[config.mk]
export PLATFORM = sky130hd
export DESIGN_NAME = mem_port_arbiter
export DESIGN_NICKNAME = d
export VERILOG_FILES = /design/src/rtl/mem_port_arbiter_pkg.sv /design/src/rtl/arb_grant_logic.sv /design/src/rtl/mem_port_arbiter.sv
export SDC_FILE = /design/constraint.sdc
export NUM_CORES = 1
export LEC_CHECK = 0
export CORE_UTILIZATION = 40
export CTS_CLUSTER_SIZE = 28
export DETAILED_ROUTE_END_ITERATION = 8
export PLACE_DENSITY = 0.86
export SYNTH_ARGS = -nofsm -noshare
export SYNTH_HDL_FRONTEND = slang
export SYNTH_SLANG_ARGS = --single-unit
export TNS_END_PERCENT = 10
[constraint.sdc]
create_clock -name clk -period 3.3 [get_ports clk]
set_input_delay 0.33 -clock clk [delete_from_list [all_inputs] [get_ports clk]]
set_output_delay 0.33 -clock clk [all_outputs]
set_load 0.1 [all_outputs]
[src/rtl/mem_port_arbiter_pkg.sv]
// rtl/mem_port_arbiter_pkg.sv - shared types and constants for the memory port arbiter
package mem_port_arbiter_pkg;

    typedef logic [15:0] lc3b_word;

    // Arbiter FSM encoding, kept as plain constants for legacy tools
    typedef logic [1:0] lc3b_arb_state;
    localparam lc3b_arb_state IDLE    = 2'd0;
    localparam lc3b_arb_state SERVE_A = 2'd1;
    localparam lc3b_arb_state SERVE_B = 2'd2;

    localparam int LC3B_ARB_STARVE_DEFAULT = 2;

    // Wide enough for the largest legal starvation limit (7)
    localparam int STREAK_W = 3;
    typedef logic [STREAK_W-1:0] arb_streak_t;

endpackage

[src/rtl/arb_grant_logic.sv]
// rtl/arb_grant_logic.sv - combinational priority and fetch-starvation decision
module arb_grant_logic
    import mem_port_arbiter_pkg::*;
#(
    parameter int STARVE_LIMIT = LC3B_ARB_STARVE_DEFAULT
) (
    input  logic          read_a,
    input  logic          req_b,
    input  arb_streak_t   streak,
    output lc3b_arb_state grant,
    output arb_streak_t   streak_next
);

    localparam arb_streak_t LIMIT = arb_streak_t'(STARVE_LIMIT);

    // Data side wins ties until it has won LIMIT times in a row over a waiting fetch
    always_comb begin
        grant       = IDLE;
        streak_next = streak;
        if (read_a && req_b) begin
            if (streak < LIMIT) begin
                grant       = SERVE_B;
                streak_next = streak + 1'b1;
            end else begin
                grant       = SERVE_A;
                streak_next = '0;
            end
        end else if (read_a) begin
            grant       = SERVE_A;
            streak_next = '0;
        end else if (req_b) begin
            grant       = SERVE_B;
            streak_next = '0;
        end
    end

endmodule

[src/rtl/mem_port_arbiter.sv]
// rtl/mem_port_arbiter.sv - shares one memory port between fetch (A) and data (B) requesters
module mem_port_arbiter
    import mem_port_arbiter_pkg::*;
#(
    parameter int STARVE_LIMIT = LC3B_ARB_STARVE_DEFAULT
) (
    input  logic        clk,
    input  logic        rst_n,
    input  logic        read_a,
    input  lc3b_word    address_a,
    output logic        resp_a,
    output lc3b_word    rdata_a,
    input  logic        read_b,
    input  logic        write_b,
    input  logic [1:0]  wmask_b,
    input  lc3b_word    address_b,
    input  lc3b_word    wdata_b,
    output logic        resp_b,
    output lc3b_word    rdata_b,
    output logic        mem_read,
    output logic        mem_write,
    output logic [1:0]  mem_wmask,
    output lc3b_word    mem_address,
    output lc3b_word    mem_wdata,
    input  logic        mem_resp,
    input  lc3b_word    mem_rdata
);

    lc3b_arb_state state;
    arb_streak_t   streak;
    logic          orphan;

    lc3b_word      lat_address;
    lc3b_word      lat_wdata;
    logic [1:0]    lat_wmask;
    logic          lat_write;

    logic          req_b;
    lc3b_arb_state grant;
    arb_streak_t   streak_next;
    logic          granted_req;
    logic          deliver;

    assign req_b = read_b | write_b;

    arb_grant_logic #(
        .STARVE_LIMIT(STARVE_LIMIT)
    ) u_grant (
        .read_a      (read_a),
        .req_b       (req_b),
        .streak      (streak),
        .grant       (grant),
        .streak_next (streak_next)
    );

    // Is the owner of the current transaction still asking for it
    always_comb begin
        granted_req = 1'b0;
        case (state)
            SERVE_A: granted_req = read_a;
            SERVE_B: granted_req = req_b;
            default: granted_req = 1'b0;
        endcase
    end

    // Grant from IDLE, latch the winner's request, track aborts until the memory answers
    always_ff @(posedge clk or negedge rst_n) begin
        if (!rst_n) begin
            state       <= IDLE;
            streak      <= '0;
            orphan      <= 1'b0;
            lat_address <= '0;
            lat_wdata   <= '0;
            lat_wmask   <= '0;
            lat_write   <= 1'b0;
        end else begin
            case (state)
                IDLE: begin
                    state  <= grant;
                    streak <= streak_next;
                    orphan <= 1'b0;
                    if (grant == SERVE_A) begin
                        lat_address <= address_a;
                        lat_wdata   <= '0;
                        lat_wmask   <= '0;
                        lat_write   <= 1'b0;
                    end else if (grant == SERVE_B) begin
                        lat_address <= address_b;
                        lat_wdata   <= wdata_b;
                        lat_wmask   <= wmask_b;
                        lat_write   <= write_b;
                    end
                end
                SERVE_A, SERVE_B: begin
                    if (mem_resp) begin
                        state  <= IDLE;
                        orphan <= 1'b0;
                    end else if (!granted_req) begin
                        orphan <= 1'b1;
                    end
                end
                default: state <= IDLE;
            endcase
        end
    end

    // Memory strobes come from the latched request so an abort cannot disturb an in-flight access
    always_comb begin
        mem_read    = 1'b0;
        mem_write   = 1'b0;
        mem_wmask   = '0;
        mem_address = '0;
        mem_wdata   = '0;
        case (state)
            SERVE_A: begin
                mem_read    = 1'b1;
                mem_address = lat_address;
            end
            SERVE_B: begin
                mem_address = lat_address;
                mem_wdata   = lat_wdata;
                if (lat_write) begin
                    mem_write = 1'b1;
                    mem_wmask = lat_wmask;
                end else begin
                    mem_read = 1'b1;
                end
            end
            default: ;
        endcase
    end

    // A response is only handed back to a requester that is still waiting for it
    assign deliver = mem_resp && granted_req && !orphan;
    assign resp_a  = (state == SERVE_A) && deliver;
    assign resp_b  = (state == SERVE_B) && deliver;
    assign rdata_a = resp_a ? mem_rdata : '0;
    assign rdata_b = resp_b ? mem_rdata : '0;

    a_rw_conflict: assert property (@(posedge clk) disable iff (!rst_n) !(read_b && write_b))
        else $error("read_b and write_b asserted together; write takes precedence");

    a_idle_resp: assert property (@(posedge clk) disable iff (!rst_n) !((state == IDLE) && mem_resp))
        else $error("mem_resp received with no transaction outstanding");

endmodule

==> metrics.md, run 1 <==
| Metric | Value |
|---|---|
| # hold bufs at CTS | 0 |
| Largest area contributor in the netlist | dfrtp_1 |
| Flop pwr share | 0.205 |
| Routability congestion estimate | 0.825 |
| Cell area power density | roughly 1100 nW/um^2 |
| TritonCTS Buffers | 5 |
| Mapped Area | around 2300 sq um |
| Sw frac | 0.603 |
| CTS resizes | 0 |
| CP startpoint kind | flip-flop |
| Worst Path Required | 2970 ps |
| Root buffer cell | clkbuf_8 |
| Number of global-route vias before repair | 2305 |
| Top-Level Pins | 142 |
| ANT nets after route | 0 |
| Final Cell Area | 4060 sq um |
| Residual DRC | 0 |
| CTS max path bufs | 2 |
| H-tree depth | 2 |
| Sequential share of the synthesized area | 0.449 |
| Design Power | ~0.0043 W |
| Fin crit share | 0.775 |
| YS warnings | 0 |
| Synth top area share | 0.449 |
| Die W | 77.6 um |
| Critical Path End Type | output port |
| Static leakage | 1.79 nW |
| Clk pwr share | 0.077 |
| Largest net degree at the start of global routing | 42 |
| Global route overflow | 0 |
| Sink Count | 41 |
| Max Clock Freq | 391 MHz |
| Hold WC Path Type | primary input to async pin |
| Via Count | 2269 |
| Initial antenna violation count | 0 |
| Detail Route met2 WL | about 3.2 mm |
| Synth area leaders | dfrtp_1, and2_1, nor2_1, a22o_1, mux2i_1 |
| Rows | 27 |
| Cell with the most instances after synthesis | nor2_1 |
| Max-slew violation count | 0 |
| Detailed Routing Iterations Pass 1 | 4 |
| Worst skew pair latency | about 290 ps |
| Highest Signal Layer | met4 |
| Synth top cells by count | nor2_1, dfrtp_1, and2_1 |
| M1 wire length | 2.71 mm |
| DP Area | just under 4000 sq um |
| Clk slew on worst S/H paths | 70 ps |
| RSZ-0062 raised after global routing | false |
| P_int | 0.00170 W |
| Setup Total Neg Slack | 0 ps |
| Sw power | 0.00257 W |
| Layout cell share with drive strength beyond 1 | 0.235 |
| Fin. Hold Viols | 0 |
| FFs w/ async S/R, synth | 1.00 |
| First-pass GRT wire length | 10.8 mm |
| Fin Clk Skew | approximately 5.5 ps |
| Total Die Area | 6010 sq um |
| Slew @ Worst Pin | roughly 900 ps |
| Final Setup Violations | 0 |
| P&R area growth vs syn | 77.8% |
| Worst rel slew slack | 0.399 |
| Initial core utilization | 0.415 |
| Routed WL | 6.52 mm |
| Max Cap Viol | 0 |
| Fin crit period | between 2000 and 3000 ps |
| Critical path type | flip-flop to output port |
| Port-buffer cells | between 100 and 150 |
| Routed len/inst | between 10 and 15 um |
| Combinational power share | 0.718 |
| CP arrival | 2230 ps |
| Final #Nets | 455 |
| Post-synthesis cell type count | 29 |
| Die H | ~78 um |
| Met3 wire len | roughly 560 um |
| Post-CTS Setup Bufs | 0 |
| Status | finished, final reports clean |
| Post-layout util | 0.737 |
| Avg Cell Area, Syn | around 9.4 sq um |
| Worst hold slack | 165 ps |
| Via density | 5.04 |
| Total track usage | 0.226 |
| CP Max Fanout | 17 |
| Sequential Area | 1030 sq um |
| Placed wire-length estimate | 5.03 mm |
| CTS tree | done |
| Area occupied by multi-input gates | 1160 sq um |
| Post-Syn Instances | 242 |
| Iter 0 DRT Violations | between 90 and 100 |
| Fill count | approximately 420 |
| Ant. Diodes | 0 |
| Peak VDD IR | 1.47 mV |
| Post-synth EDFFs | 0 |
| Yosys reg bits | 41 |
| Most used DFF post-synth | dfrtp_1 |
| Syn nets | 319 |
| Core Area | 5510 sq um |
cells in the final DEF (no fill, tap or decap):
| cell type | Yosys | layout |
|---|---|---|
| buf_2 | 6 | 1 |
| a22o_1 | 21 | 21 |
| o2bb2a_1 | 1 | 1 |
| a21oi_1 | 16 | 16 |
| clkbuf_8 | 0 | 6 |
| nand2b_1 | 17 | 17 |
| nor2_2 | 1 | 1 |
| nor2b_1 | 1 | 1 |
| mux2_2 | 1 | 1 |
| inv_1 | 3 | 3 |
| buf_12 | 1 | 34 |
| ha_1 | 5 | 5 |
| nor2_1 | 51 | 51 |
| o21ai_0 | 4 | 4 |
| buf_4 | 0 | 40 |
| clkbuf_1 | 8 | 1 |
| and3b_2 | 1 | 1 |
| mux2i_1 | 16 | 16 |
| nand3_2 | 2 | 2 |
| o21a_1 | 1 | 1 |
| o31a_1 | 1 | 1 |
| o31a_2 | 1 | 1 |
| dfrtp_1 | 41 | 41 |
| clkdlybuf4s50_1 | 0 | 70 |
| and2_1 | 33 | 33 |
| nand3_1 | 1 | 1 |
| o31ai_2 | 0 | 1 |
| nand2_1 | 3 | 3 |
| nor4_1 | 1 | 1 |
| and3_1 | 2 | 2 |
| a21boi_2 | 1 | 1 |
layer usage:
layer | vias up | global-route usage
met3 | 8 | 0.0741
met4 | 0 | 0.0585
met1 | 1056 | 0.276
li1 | 1084 | -
met2 | 121 | 0.383
met5 | - | 0
stage by stage:
stage	instances	worst slack, ps
floorplan	242	332
global placement	443	858
detailed placement	443	839
CTS	450	737
global route	450	533
finish	450	741
logic make-up after synthesis:
family,synth area share
simple gates,0.255
compound gates,0.148
flops,0.449
buf+inv,0.0449
mux,0.0751
fa+ha+maj,0.0274
power by group through the flow:
| stage | Sequential, W | Clock, W | Combinational [W] |
|---|---|---|---|
| floorplan | 0.000825 | 0 | 0.00245 |
| global placement | 0.000865 | 0 | 0.00304 |
| detailed placement | 0.000885 | 0 | 0.00307 |
| CTS | 0.000878 | 0.000338 | 0.00308 |
| global route | 0.000910 | 0.000365 | 0.00321 |
| finish | 0.000877 | 0.000329 | 0.00307 |
flip-flops by register name (all words and copies together) (netlist names):
| register | count |
|---|---|
| lat_address | 16 |
| lat_wdata | 16 |
| streak | 3 |
| lat_wmask | 2 |
| state | 2 |
| lat_write | 1 |
| orphan | 1 |
cell type report:
type / count / share of cell area
timing repair buffer: 145 / 0.415
multi-input combinational: 182 / 0.286
tap: 72 / 0.0222
clock buffer: 7 / 0.0213
sequential: 41 / 0.253
inverter: 3 / 0.00277
critical path: stages, from the launching register on:
cell	delay, ps
dfrtp_1	410
inv_1	110
ha_1	230
nand2_1	90
a21boi_2	240
nand3_2	320
nor2_1	310
buf_12	210
worst paths after layout:
path | start | end | slack, ps | cells after the start
max in group asynchronous | rst_n | lat_address[2]$_DFFE_PN0P_ | 2560 | 1
worst max register to register | state[0]$_DFFE_PN0P_ | lat_address[7]$_DFFE_PN0P_ | 1650 | 5
worst min register to register | lat_wdata[9]$_DFFE_PN0P_ | lat_wdata[9]$_DFFE_PN0P_ | 500 | 1
worst max-delay path | state[1]$_DFFE_PN0P_ | rdata_b[9] | 740 | 7
worst min-delay path | rst_n | lat_address[15]$_DFFE_PN0P_ | 170 | 1
min in group clk | lat_wdata[9]$_DFFE_PN0P_ | lat_wdata[9]$_DFFE_PN0P_ | 500 | 1
Note: power is estimated with default switching activity, not from simulation.
==> run 2, diff against run 1 <==
--- a/config.mk
+++ b/config.mk
@@ -5,10 +5,10 @@
 export SDC_FILE = /design/constraint.sdc
 export NUM_CORES = 1
 export LEC_CHECK = 0
-export CORE_UTILIZATION = 40
+export CORE_UTILIZATION = 37
 export CTS_CLUSTER_SIZE = 28
 export DETAILED_ROUTE_END_ITERATION = 8
-export PLACE_DENSITY = 0.86
+export PLACE_DENSITY = 0.81
 export SYNTH_ARGS = -nofsm -noshare
 export SYNTH_HDL_FRONTEND = slang
 export SYNTH_SLANG_ARGS = --single-unit
==> constraint.sdc (replaced) <==
create_clock -name clk -period 2.55 [get_ports clk]
set_input_delay 0.255 -clock clk [delete_from_list [all_inputs] [get_ports clk]]
set_output_delay 0.255 -clock clk [all_outputs]
set_load 0.1 [all_outputs]
==> metrics.md, run 2 (same netlist as run 1, synthesis figures left out) <==
| Metric | Value |
|---|---|
| Largest net degree at the start of global routing | 42 (unchanged) |
| Final #Nets | 455 (unchanged) |
| Worst hold slack | 97.8 ps (-67.7 ps) |
| # hold bufs at CTS | 0 (unchanged) |
| Sw frac | 0.547 (-0.0557) |
| Max-slew violation count | 0 (unchanged) |
| Max Cap Viol | 0 (unchanged) |
| Number of global-route vias before repair | 2124 (-7.9%) |
| Total track usage | 0.208 (-0.0181) |
| Clk slew on worst S/H paths | 80 ps (about the same) |
| Layout cell share with drive strength beyond 1 | 0.235 (unchanged) |
| Clk pwr share | 0.066 (-0.011) |
| Cell area power density | 1410 nW/um^2 (+34%) |
| H-tree depth | 2 (unchanged) |
| CP Max Fanout | 17 (unchanged) |
| CTS tree | done |
| ANT nets after route | 0 (unchanged) |
| Flop pwr share | 0.177 (-0.028) |
| CP arrival | 2280 ps (+50 ps) |
| Fin. Hold Viols | 0 (unchanged) |
| Combinational power share | 0.757 (+0.039) |
| Top-Level Pins | 142 (unchanged) |
| Initial core utilization | 0.386 (-0.0290) |
| RSZ-0062 raised after global routing | true |
| Dpl cells | 446 (+0.68%) |
| Detailed Routing Iterations Pass 1 | 4 (unchanged) |
| Worst skew pair latency | 290 ps (about the same) |
| Hold WC Path Type | primary input to async pin |
| TritonCTS Buffers | 5 (unchanged) |
| CTS max path bufs | 2 (unchanged) |
| Peak VDD IR | 1.10 mV (-25%) |
| Root buffer cell | clkbuf_8 |
| Iter 0 DRT Violations | 71 (-26%) |
| Placed wire-length estimate | 5.05 mm (+0.44%) |
| Core Area | 5920 sq um (+7.5%) |
| Routed len/inst | 14.4 um (-0.40%) |
| Total Die Area | 6490 sq um (+7.9%) |
| Worst Path Required | 2300 ps (-670 ps) |
| Critical path type | flip-flop to output port |
| Fin crit share | 0.994 |
| CP startpoint kind | flip-flop |
| Die W | 80.6 um (+3.9%) |
| R2r setup slk | 900 ps (-750 ps) |
| Sink Count | 41 (unchanged) |
| P_int | 0.00289 W (+70%) |
| Max Clock Freq | 395 MHz |
| Rows | 28 (+3.7%) |
| Post-CTS Setup Bufs | 0 (unchanged) |
| Routability congestion estimate | 0.771 (-6.6%) |
| Post-layout util | 0.762 (+0.0251) |
| Static leakage | 1.91 nW (+6.6%) |
| Worst rel slew slack | 0.387 (-0.0117) |
| Via Count | 2233 (-1.6%) |
| Initial antenna violation count | 0 (unchanged) |
| Fin crit period | 2530 ps |
| Final Setup Violations | 0 (unchanged) |
| Commonest non-fill, non-tap cells in the layout | clkdlybuf4s50_1, buf_12, nor2_1 |
| Residual DRC | 0 (unchanged) |
| Slew @ Worst Pin | 919 ps (+17.6 ps) |
| Sw power | 0.00348 W (+35%) |
| Global route overflow | 0 (unchanged) |
| Via density | 4.93 (-2.2%) |
| Routed WL | 6.54 mm (+0.26%) |
| Die H | 80.6 um (+3.9%) |
| Port-buffer cells | 141 (unchanged) |
| CTS resizes | 0 (unchanged) |
| P&R area growth vs syn | 97.7% |
| Top flop regs | lat_address: 16 flops, lat_wdata: 16 flops, streak: 3 flops |
| Post-Layout Cell Count | 453 (+0.67%) |
| Critical Path End Type | output port |
| First-pass GRT wire length | 10.4 mm (-4.2%) |
| Ant. Diodes | 0 (unchanged) |
| Status | finished, final reports clean |
| Fin Clk Skew | 8.01 ps (+2.47 ps) |
==> run 2: cell counts in the layout (fill, tap and decap cells not counted) <==
No cell type changed its count.
==> run 2: worst paths after layout <==
path                                      startpoint                         end  cells after the start
setup / recovery                state[1]$_DFFE_PN0P_                 rdata_a[12]                      7
hold / removal                                 rst_n    lat_wdata[6]$_DFFE_PN0P_                      1
setup reg to reg                state[1]$_DFFE_PN0P_  lat_address[5]$_DFFE_PN0P_                      5
hold reg to reg            lat_wdata[13]$_DFFE_PN0P_   lat_wdata[13]$_DFFE_PN0P_                      1
max in group asynchronous                      rst_n  lat_address[9]$_DFFE_PN0P_                      1
min in group clk           lat_wdata[13]$_DFFE_PN0P_   lat_wdata[13]$_DFFE_PN0P_                      1
==> run 2: power by group through the flow <==
| stage | logic, W | clock network [W] | registers, W |
|---|---|---|---|
| after detailed placement | 0.00485 | 0 | 0.00114 |
| after global routing | 0.00502 | 0.000461 | 0.00117 |
| after global placement | 0.00479 | 0 | 0.00111 |
| final | 0.00482 | 0.000421 | 0.00113 |
| after CTS | 0.00486 | 0.000435 | 0.00113 |
| after floorplan | 0.00317 | 0 | 0.00107 |
==> run 2: through the flow <==
| stage | setup WS (ps) | cell area (sq um) | power (W) | TNS, ps |
|---|---|---|---|---|
| after detailed placement | 166 | 4430 | 0.00599 | 0 |
| after CTS | 22.6 | 4510 | 0.00643 | 0 |
| final | 15.7 | 4510 | 0.00637 | 0 |
| after global placement | 167 | 4430 | 0.00591 | 0 |
| after global routing | -133 | 4510 | 0.00665 | -2760 |
| after floorplan | -343 | 2280 | 0.00424 | -8920 |
==> run 2: metal layers <==
layer,part of all wire,GRT usage
met1,0.39,0.235
met2,0.51,0.375
met3,0.086,0.0659
met4,0.011,0.0536
met5,0,0
==> run 2: worst max-delay path, cell delays in order (launching register included) <==
cell	delay, ps
dfrtp_1	410
inv_1	100
ha_1	250
nand2_1	90
a21boi_2	240
nand3_2	340
nor2_1	340
buf_12	220
==> run 2: cell type report <==
type	count	area (sq um)
repair buffers	145	2140
fillers	390	1410
multi-input cells	182	1160
flip-flops and latches	41	1030
well taps	75	93.8
clock buffers	7	86.3
inverters	3	11.3
==> run 3, diff against run 2 <==
--- a/config.mk
+++ b/config.mk
@@ -5,6 +5,7 @@
 export SDC_FILE = /design/constraint.sdc
 export NUM_CORES = 1
 export LEC_CHECK = 0
+export CAP_MARGIN = 20
 export CORE_UTILIZATION = 37
 export CTS_CLUSTER_SIZE = 28
 export DETAILED_ROUTE_END_ITERATION = 8
==> results of run 3 <==
No change in the layout: final DEF, timing and power equal those of run 2.
